$ cat config.mk
export PLATFORM = sky130hd
export DESIGN_NAME = f1_lights_seq
export DESIGN_NICKNAME = d
export VERILOG_FILES = /design/src/rtl/f1_lights_seq.sv
export SDC_FILE = /design/constraint.sdc
export NUM_CORES = 1
export LEC_CHECK = 0
export BUFFER_PORTS_ARGS = -buffer_cell sky130_fd_sc_hd__clkbuf_2
export CAP_MARGIN = 20
export CORE_ASPECT_RATIO = 1.4
export CORE_MARGIN = 8
export CORE_UTILIZATION = 59
export CTS_BUF_LIST = sky130_fd_sc_hd__clkbuf_2 sky130_fd_sc_hd__clkbuf_4 sky130_fd_sc_hd__clkbuf_8
export CTS_CLUSTER_DIAMETER = 50
export DETAILED_ROUTE_END_ITERATION = 16
export GPL_ROUTABILITY_DRIVEN = 0
export PLACE_DENSITY = 0.88
export SLEW_MARGIN = 20
export SYNTH_ARGS = -nofsm -noshare
export SYNTH_HDL_FRONTEND = slang
export SYNTH_SLANG_ARGS = --single-unit
$ cat constraint.sdc
create_clock -name clk -period 2.2 [get_ports clk]
set_clock_uncertainty 0.15 [all_clocks]
set_input_delay 0.44 -clock clk [delete_from_list [all_inputs] [get_ports clk]]
set_output_delay 0.44 -clock clk [all_outputs]
set_load 0.1 [all_outputs]
$ cat src/rtl/f1_lights_seq.sv
// Start-light sequencer: fills N_LIGHTS lamps on en ticks, holds for an LFSR-random time, then pulses go.
// Define F1_FALSE_START_EN to abort on a trigger rise while busy and raise a sticky false_start flag.
module f1_lights_seq #(
  parameter int          N_LIGHTS  = 8,
  parameter int          HOLD_W    = 4,
  parameter int          MIN_HOLD  = 2,
  parameter logic [15:0] LFSR_SEED = 16'hACE1
) (
  input  logic                clk,
  input  logic                rst,
  input  logic                en,
  input  logic                trigger,
  output logic [N_LIGHTS-1:0] data_out,
  output logic                cmd_seq,
  output logic                cmd_delay,
  output logic                go,
  output logic                busy,
  output logic                false_start,
  output logic [1:0]          o_state
);

  localparam int                CNT_W      = $clog2(N_LIGHTS + 1);
  localparam logic [CNT_W-1:0]  C_N_LIGHTS = CNT_W'(N_LIGHTS);
  localparam logic [HOLD_W:0]   C_MIN_HOLD = (HOLD_W + 1)'(MIN_HOLD);
  localparam logic [N_LIGHTS-1:0] C_FIRST  = {{(N_LIGHTS-1){1'b0}}, 1'b1};

  typedef enum logic [1:0] {
    S_IDLE = 2'd0,
    S_FILL = 2'd1,
    S_HOLD = 2'd2
  } state_t;

  state_t              r_state;
  logic [N_LIGHTS-1:0] r_data;
  logic                r_cmd_seq;
  logic                r_cmd_delay;
  logic                r_go;
  logic                r_busy;
  logic                r_trig_q;
  logic                r_armed;
  logic [CNT_W-1:0]    r_count;
  logic [HOLD_W:0]     r_hold;
  logic [15:0]         r_lfsr;
  logic                w_rise;
  logic                w_fb;

  assign w_rise = trigger & ~r_trig_q;
  // Polynomial x^16 + x^14 + x^13 + x^11 + 1 (maximal length, never reaches zero).
  assign w_fb   = r_lfsr[15] ^ r_lfsr[13] ^ r_lfsr[12] ^ r_lfsr[10];

  assign data_out  = r_data;
  assign cmd_seq   = r_cmd_seq;
  assign cmd_delay = r_cmd_delay;
  assign go        = r_go;
  assign busy      = r_busy;
  assign o_state   = r_state;

`ifdef F1_FALSE_START_EN
  logic r_false_start;
  assign false_start = r_false_start;
`else
  assign false_start = 1'b0;
`endif

  always_ff @(posedge clk) begin
    if (rst) begin
      r_state     <= S_IDLE;
      r_data      <= '0;
      r_cmd_seq   <= 1'b0;
      r_cmd_delay <= 1'b0;
      r_go        <= 1'b0;
      r_busy      <= 1'b0;
      r_trig_q    <= 1'b0;
      r_armed     <= 1'b0;
      r_count     <= '0;
      r_hold      <= '0;
      r_lfsr      <= LFSR_SEED;
`ifdef F1_FALSE_START_EN
      r_false_start <= 1'b0;
`endif
    end else begin
      r_trig_q <= trigger;
      r_lfsr   <= {r_lfsr[14:0], w_fb};
      r_go     <= 1'b0;
      case (r_state)
        S_IDLE: begin
          if (w_rise && r_armed) begin
            r_state   <= S_FILL;
            r_data    <= C_FIRST;
            r_count   <= CNT_W'(1);
            r_cmd_seq <= 1'b1;
            r_busy    <= 1'b1;
            r_armed   <= 1'b0;
`ifdef F1_FALSE_START_EN
            r_false_start <= 1'b0;
`endif
          end else if (!trigger) begin
            r_armed <= 1'b1;
          end
        end
        S_FILL: begin
`ifdef F1_FALSE_START_EN
          if (w_rise) begin
            r_state       <= S_IDLE;
            r_data        <= '0;
            r_cmd_seq     <= 1'b0;
            r_busy        <= 1'b0;
            r_false_start <= 1'b1;
          end else
`endif
          if (en) begin
            if (r_count < C_N_LIGHTS) begin
              r_data  <= {r_data[N_LIGHTS-2:0], 1'b1};
              r_count <= r_count + CNT_W'(1);
            end else begin
              // The hold draw uses the LFSR value present in this cycle.
              r_state     <= S_HOLD;
              r_hold      <= C_MIN_HOLD + {1'b0, r_lfsr[HOLD_W-1:0]};
              r_cmd_seq   <= 1'b0;
              r_cmd_delay <= 1'b1;
            end
          end
        end
        S_HOLD: begin
`ifdef F1_FALSE_START_EN
          if (w_rise) begin
            r_state       <= S_IDLE;
            r_data        <= '0;
            r_cmd_delay   <= 1'b0;
            r_busy        <= 1'b0;
            r_false_start <= 1'b1;
          end else
`endif
          if (en) begin
            if (r_hold != '0) begin
              r_hold <= r_hold - (HOLD_W + 1)'(1);
            end else begin
              r_state     <= S_IDLE;
              r_data      <= '0;
              r_cmd_delay <= 1'b0;
              r_busy      <= 1'b0;
              r_go        <= 1'b1;
            end
          end
        end
        default: r_state <= S_IDLE;
      endcase
    end
  end

endmodule
==> results of run 1 <==
report_power, final:
part           switching [mW]  internal, mW  total, mW
logic                   0.107        0.0466      0.154
clock network           0.253         0.254      0.507
registers              0.0226         0.774      0.796
metal layers:
layer / vias up / share of wire [%]
met4: 0 / 3.1
met3: 11 / 5.7
li1: 649 / -
met5: - / 0
met2: 33 / 51
met1: 588 / 41
layout make-up:
class                   count  area [um^2]  area share [%]
clock buffers               6        82.58           4.394
clock inverters             2        13.76          0.7324
inverters                   5        18.77          0.9987
multi-input cells         124        802.0           42.68
flip-flops and latches     41        820.8           43.68
well taps                  37        46.29           2.463
repair buffers             18        95.09           5.060
flip-flops by register name, summed over array words and instances (netlist names), 2 cells and up:
name / count
data_out: 8
r_hold: 5
o_state: 2
r_lfsr: 16
r_count: 4
cell families (layout without fill, tap and decap cells):
group	Yosys count	count (layout)	share of synthesized area, %
xor+xnor	4	4	2.076
buf+inv	14	31	3.855
simple gates	74	74	27.28
compound gates	41	41	15.05
fa+ha+maj	3	3	2.224
other cells	1	1	0.2222
mux	1	1	0.6671
flops	41	41	48.63
metrics by stage:
| stage | util (%) | area, um^2 | worst slack (ns) |
|---|---|---|---|
| CTS | 67.32 | 1879 | 0.1973 |
| global route | 67.32 | 1879 | 0.06436 |
| floorplan | - | 1688 | 0.07662 |
| finish | 67.32 | 1879 | 0.2047 |
| detailed placement | 63.87 | 1783 | 0.2172 |
| global placement | 63.87 | 1783 | 0.3260 |
cell usage in the layout (no fill, tap or decap), drive strengths merged, types with 3 or more instances in the layout:
| master | instances |
|---|---|
| nor3 | 4 |
| nor2b | 11 |
| o21ai | 8 |
| or2 | 7 |
| clkbuf | 22 |
| dfxtp | 41 |
| a21oi | 22 |
| inv | 5 |
| nand3 | 11 |
| nand2 | 8 |
| ha | 3 |
| nand3b | 11 |
| nor2 | 11 |
worst max-delay path by stage:
| stage | startpoint | cells after the start | endpoint | slack (ns) |
|---|---|---|---|---|
| 4_1_cts | o_state[0] | 1 | o_state[0] | 0.20 |
| 3_5_place_dp | en | 5 | r_count[2] | 0.22 |
| 3_3_place_gp | en | 5 | r_count[2] | 0.33 |
| 6_report | o_state[1] | 1 | o_state[1] | 0.20 |
| 2_1_floorplan | o_state[1] | 4 | r_hold[2] | 0.08 |
| 5_1_grt | o_state[0] | 4 | r_count[2] | 0.06 |
worst reg2reg max path: stages, from the launching register on:
cell      delay (ns)
dfxtp_1         0.58
nand3b_1        0.17
a21oi_2         0.53
a21boi_0        0.20
o21a_1          0.21
==> impl_results.md, run 1 <==
* Post-DR vias/cell at 5.498
* Synth Net Count at 186
* Avg Synthesized Cell Area at 9.429 um^2
* Critical Path Source Type: flip-flop
* Grt total ovfl at 0
* 1st-pass router iterations at 4
* Fillcell total at 225
* CP Max Fanout at 17
* Post-CTS Setup Bufs at 0
* Max_slew headroom at 58.69%
* CP max stage delay at 0.71 ns
* Worst hold path endpoint: r_lfsr[7]
* HP Class: flip-flop to flip-flop
* CTS Sinks at 41
* Worst r2r dst: r_count[2]
* Port Buf Inserts at 17
* Layout cells sized above 1 at 20.92%
* WL final at 3307 um
* Count of unique library cells instantiated by Yosys at 44
* Worst Hold Slack at 0.2663 ns
* CP Cell Sequence: buf_4
* Worst setup EP type: primary output
* Synth Flop Type: dfxtp_1
* Die width at 61.21 um
* GR peak layer: met2
* Mapped Cells at 179
* Vias in the first global route at 1,256
* Mapped cell area at 1688 um^2
* Rows at 23
* Fin nets at 202
* HP Start: r_lfsr[6]
* Share of the yosys chip area belonging to registers at 48.63%
* Post-synthesis async set-or-reset flop share at 0%
* Hold Vio Cnt, Final at 0
* RSZ-0062 raised after global routing: no
* CTS Buf Count at 5
* Final total power at 1.457 mW
* Slew Viols, Final at 0
* Routed length per instance at 14.19 um
* Worst-Margin Slew at 0.6197 ns
* Post-CTS Hold Fix Bufs at 0
* HPWL Detailed at 2394 um
* Reg2reg setup slack at 0.29 ns
* Synth area leaders: dfxtp_1 (49%), a21oi_1 (6.2%), nand3b_1 (4.4%)
* Top post-synthesis cells by count: dfxtp_1 (41), a21oi_1 (21), nor2b_1 (11)
* Chip Height at 79.29 um
* Leak Pwr at 0.7701 nW
* Clock transition at path regs at 0.08 ns
* CTS resizes at 0
* Hold Path Stages at 1
* Outcome: complete, no violations
* Final setup fails at 0
* Required time of the critical path at 1.61 ns
* Initial core utilization at 60.47%
* Worst Path Arrival at 1.41 ns
* GRT met1 Usage at 16.71%
* Core Region at 2791 um^2
* Max VDD drop at 0.7252 mV
* Dominant cell type by area after synthesis: dfxtp_1
* 1st-iter DRT viols at 53
* Largest net degree at the start of global routing at 28
* Post-synth top area share at 48.63%
* TritonCTS clock tree: yes
* Fin crit share at 90.70%
* Dpl cells at 225
* GR Util met2 at 24.58%
* Via count at 1,281
* Reg2reg path depth at 4
* EDFF count, synth at 0
* Max capacitance violation total at 0
* CP delay by family, top: flip-flops
* Fin cells at 233
* GRT Overall Usage at 15.28%
* Bufs on Longest Clock Path at 2
* Initial antenna violation count at 0
* Die area at 4853 um^2
* Synth Register Bits at 41
* Clk_lat worst skew at 0.30 ns
* # diodes at 0
* FF-to-FF Start: o_state[0]
* Highest Clock Rate at 501.2 MHz
* Worst Path Buf+Inv at 1
* Post-route DRC violation count at 0
* H-tree depth at 2
* Layout area overhead at 11.34%
* Critical path start-end classification: flip-flop to primary output
* Top Ports at 19
* Setup_tns at 0 ns
* Pwr/cell area at 775.5 nW/um^2
* YS warnings at 0
* First-pass GRT wire length at 5609 um
* Clk root buf: clkbuf_8
* Post-DRT Antenna Nets at 0
* Slowest CP cell: dfxtp_1
* Fin crit period at 1.995 ns
* Count leader, synth: dfxtp_1
* Met3 Usage GRT at 3.877%
Power figures use the tool's default switching activity.
==> inputs of run 2 (changes only) <==
--- a/config.mk
+++ b/config.mk
@@ -7,11 +7,10 @@
 export LEC_CHECK = 0
 export BUFFER_PORTS_ARGS = -buffer_cell sky130_fd_sc_hd__clkbuf_2
 export CAP_MARGIN = 20
-export CORE_ASPECT_RATIO = 1.4
+export CORE_ASPECT_RATIO = 0.8
 export CORE_MARGIN = 8
 export CORE_UTILIZATION = 59
 export CTS_BUF_LIST = sky130_fd_sc_hd__clkbuf_2 sky130_fd_sc_hd__clkbuf_4 sky130_fd_sc_hd__clkbuf_8
-export CTS_CLUSTER_DIAMETER = 50
 export DETAILED_ROUTE_END_ITERATION = 16
 export GPL_ROUTABILITY_DRIVEN = 0
 export PLACE_DENSITY = 0.88
==> run 2 against run 1 <==
  * Critical path depth is the same
  * Clock power shrank 8.7%
  * Global-route usage down 0.25 points
  * Fmax is 4.4% lower
  * Sequential power is essentially flat
  * First-iteration DRC count up 130%
  * Flip-flop and latch count stayed put
  * Total power decreased by 2.7%
  * Worst setup slack got worse by 0.092 ns
  * Worst hold slack lost 0.070 ns
  * Die area is 0.28% lower
  * Largest power group unchanged
  * Highest routed layer unchanged
==> impl_results.md, run 2 (synthesized netlist as in run 1, its figures left out) <==
* Outcome: complete, no violations
* Grt total ovfl at 0 (unchanged)
* Max_slew headroom at 62.99% (+4.3 points)
* HPWL Detailed at 2454 um (+2.5%)
* Final total power at 1.417 mW (-2.7%)
* Post-CTS Hold Fix Bufs at 0 (unchanged)
* Leak Pwr at 0.7700 nW (about the same)
* # diodes at 0 (unchanged)
* Worst Hold Slack at 0.1963 ns (-0.07001 ns)
* 1st-iter DRT viols at 123 (+130%)
* Die area at 4839 um^2 (-0.28%)
* H-tree depth at 2 (unchanged)
* Worst Path Arrival at 1.50 ns (+0.09 ns)
* Most frequent cells in the layout: dfxtp_1 (41), a21oi_1 (21), clkbuf_2 (17)
* Worst-Margin Slew at 0.5576 ns (-0.06210 ns)
* Fin crit share at 94.89% (+4.2 points)
* CP delay by family, top: flip-flops
* Post-route DRC violation count at 0 (unchanged)
* Highest Clock Rate at 479.0 MHz (-4.4%)
* Largest register by flop count: r_lfsr
* Hold Vio Cnt, Final at 0 (unchanged)
* Layout area overhead at 10.75%
* WL final at 3406 um (+3.0%)
* CTS Sinks at 41 (unchanged)
* CP max stage delay at 0.60 ns (-0.11 ns)
* Via count at 1,309 (+2.2%)
* Top Ports at 19 (unchanged)
* Largest net degree at the start of global routing at 29 (+3.6%)
* Core Region at 2744 um^2 (-1.7%)
* Required time of the critical path at 1.61 ns (about the same)
* Max capacitance violation total at 0 (unchanged)
* Clk_lat worst skew at 0.35 ns (+0.05 ns)
* TritonCTS clock tree: yes
* Clock transition at path regs at 0.11 ns (+0.03 ns)
* Die width at 75.80 um (+24%)
* Routed length per instance at 14.49 um (+2.1%)
* Setup_tns at 0 ns (unchanged)
* Switching Share at 25.64% (-0.65 points)
* CP Max Fanout at 15 (-2)
* First-pass GRT wire length at 5602 um (-0.12%)
* Cell Int Power at 1.054 mW (-1.9%)
* Worst setup EP type: primary output
* Post-CTS Setup Bufs at 0 (unchanged)
* Chip Height at 63.84 um (-19%)
* GRT Overall Usage at 15.03% (-0.25 points)
* RSZ-0062 raised after global routing: no
* Rows at 17 (-26%)
* CTS resizes at 0 (unchanged)
* Final setup fails at 0 (unchanged)
* 1st-pass router iterations at 4 (unchanged)
* Comb pwr share at 11.1% (+0.6 points)
* Slew Viols, Final at 0 (unchanged)
* Clk root buf: clkbuf_4
* Max VDD drop at 0.4625 mV (-36%)
* Switching power at 0.3634 mW (-5.2%)
* Worst Path Buf+Inv at 1 (unchanged)
* Critical path start-end classification: flip-flop to primary output
* Max reg flops at 16 (unchanged)
* Post-DR vias/cell at 5.570 (+1.3%)
* CTS Buf Count at 5 (unchanged)
* Post-DRT Antenna Nets at 0 (unchanged)
* Critical Path Source Type: flip-flop
* Vias in the first global route at 1,230 (-2.1%)
* Clk pwr share at 32.6% (-2.2 points)
* Pwr/cell area at 758.3 nW/um^2 (-2.2%)
* Bufs on Longest Clock Path at 2 (unchanged)
* Seq pwr share at 56.3% (+1.7 points)
* Port Buf Inserts at 17 (unchanged)
* Fin nets at 204 (+0.99%)
* CP Cell Sequence: clkbuf_2
* HP Class: primary input to flip-flop
* Slowest CP cell: dfxtp_1
* Initial core utilization at 61.51% (+1.0 points)
* Most common cell after layout, fill and taps aside: dfxtp_1
* Layout cells sized above 1 at 21.32% (+0.40 points)
* Initial antenna violation count at 0 (unchanged)
* Fin crit period at 2.088 ns (+0.09229 ns)
-- run 2: cell types whose count changed in the layout (fill, tap and decap cells not counted) --
cell	change
buf_4	+1
bufinv_16	+1
clkbuf_2	+1
clkbuf_4	+5
clkbuf_8	-6
clkinv_4	-1
-- run 2: cell type report --
class / count / area, um^2
multi-input cells: 124 / 802.0
repair buffers: 20 / 107.6
fillers: 217 / 874.6
clock buffers: 5 / 37.54
well taps: 38 / 47.55
flip-flops and latches: 41 / 820.8
clock inverters: 2 / 35.03
inverters: 5 / 18.77
-- run 2: power groups by stage --
stage	registers (mW)	logic, mW	clock network [mW]
4_1_cts	0.797	0.157	0.469
5_1_grt	0.802	0.169	0.503
3_5_place_dp	0.813	0.156	0
3_3_place_gp	0.812	0.151	0
2_1_floorplan	0.854	0.0863	0
6_report	0.797	0.157	0.463
-- run 2: path summary, 6_finish.rpt --
kind                   start           to  slack (ns)  cells past startpoint
hold reg to reg    r_lfsr[4]    r_lfsr[5]        0.27                      1
setup reg to reg   r_hold[0]  data_out[2]        0.41                      6
setup / recovery  o_state[0]   o_state[0]        0.11                      1
hold / removal       trigger     r_trig_q        0.20                      2
-- run 2: stage by stage --
| stage | instance area, um^2 | cells | util, % | worst slack (ns) |
|---|---|---|---|---|
| after floorplan | 1688 | 179 | - | 0.07662 |
| after global placement | 1797 | 228 | 65.48 | 0.5251 |
| after detailed placement | 1797 | 228 | 65.48 | 0.4474 |
| after CTS | 1869 | 235 | 68.13 | 0.1102 |
| after global routing | 1869 | 235 | 68.13 | 0.01196 |
| final | 1869 | 235 | 68.13 | 0.1124 |
-- run 2: routing by layer --
layer,wire length [um],vias to the layer above,GRT usage [%]
li1,-,650,-
met1,1513,613,18.31
met2,1647,38,23.37
met3,186,8,4.517
met4,59,0,7.177
met5,0,-,0
-- run 2: worst reg2reg max path, cell delays in order (launching register included) --
cell,delay [ns]
dfxtp_1,0.33
inv_1,0.10
ha_1,0.20
nor4b_4,0.40
nand3_2,0.26
nand3b_1,0.17
a21oi_1,0.08
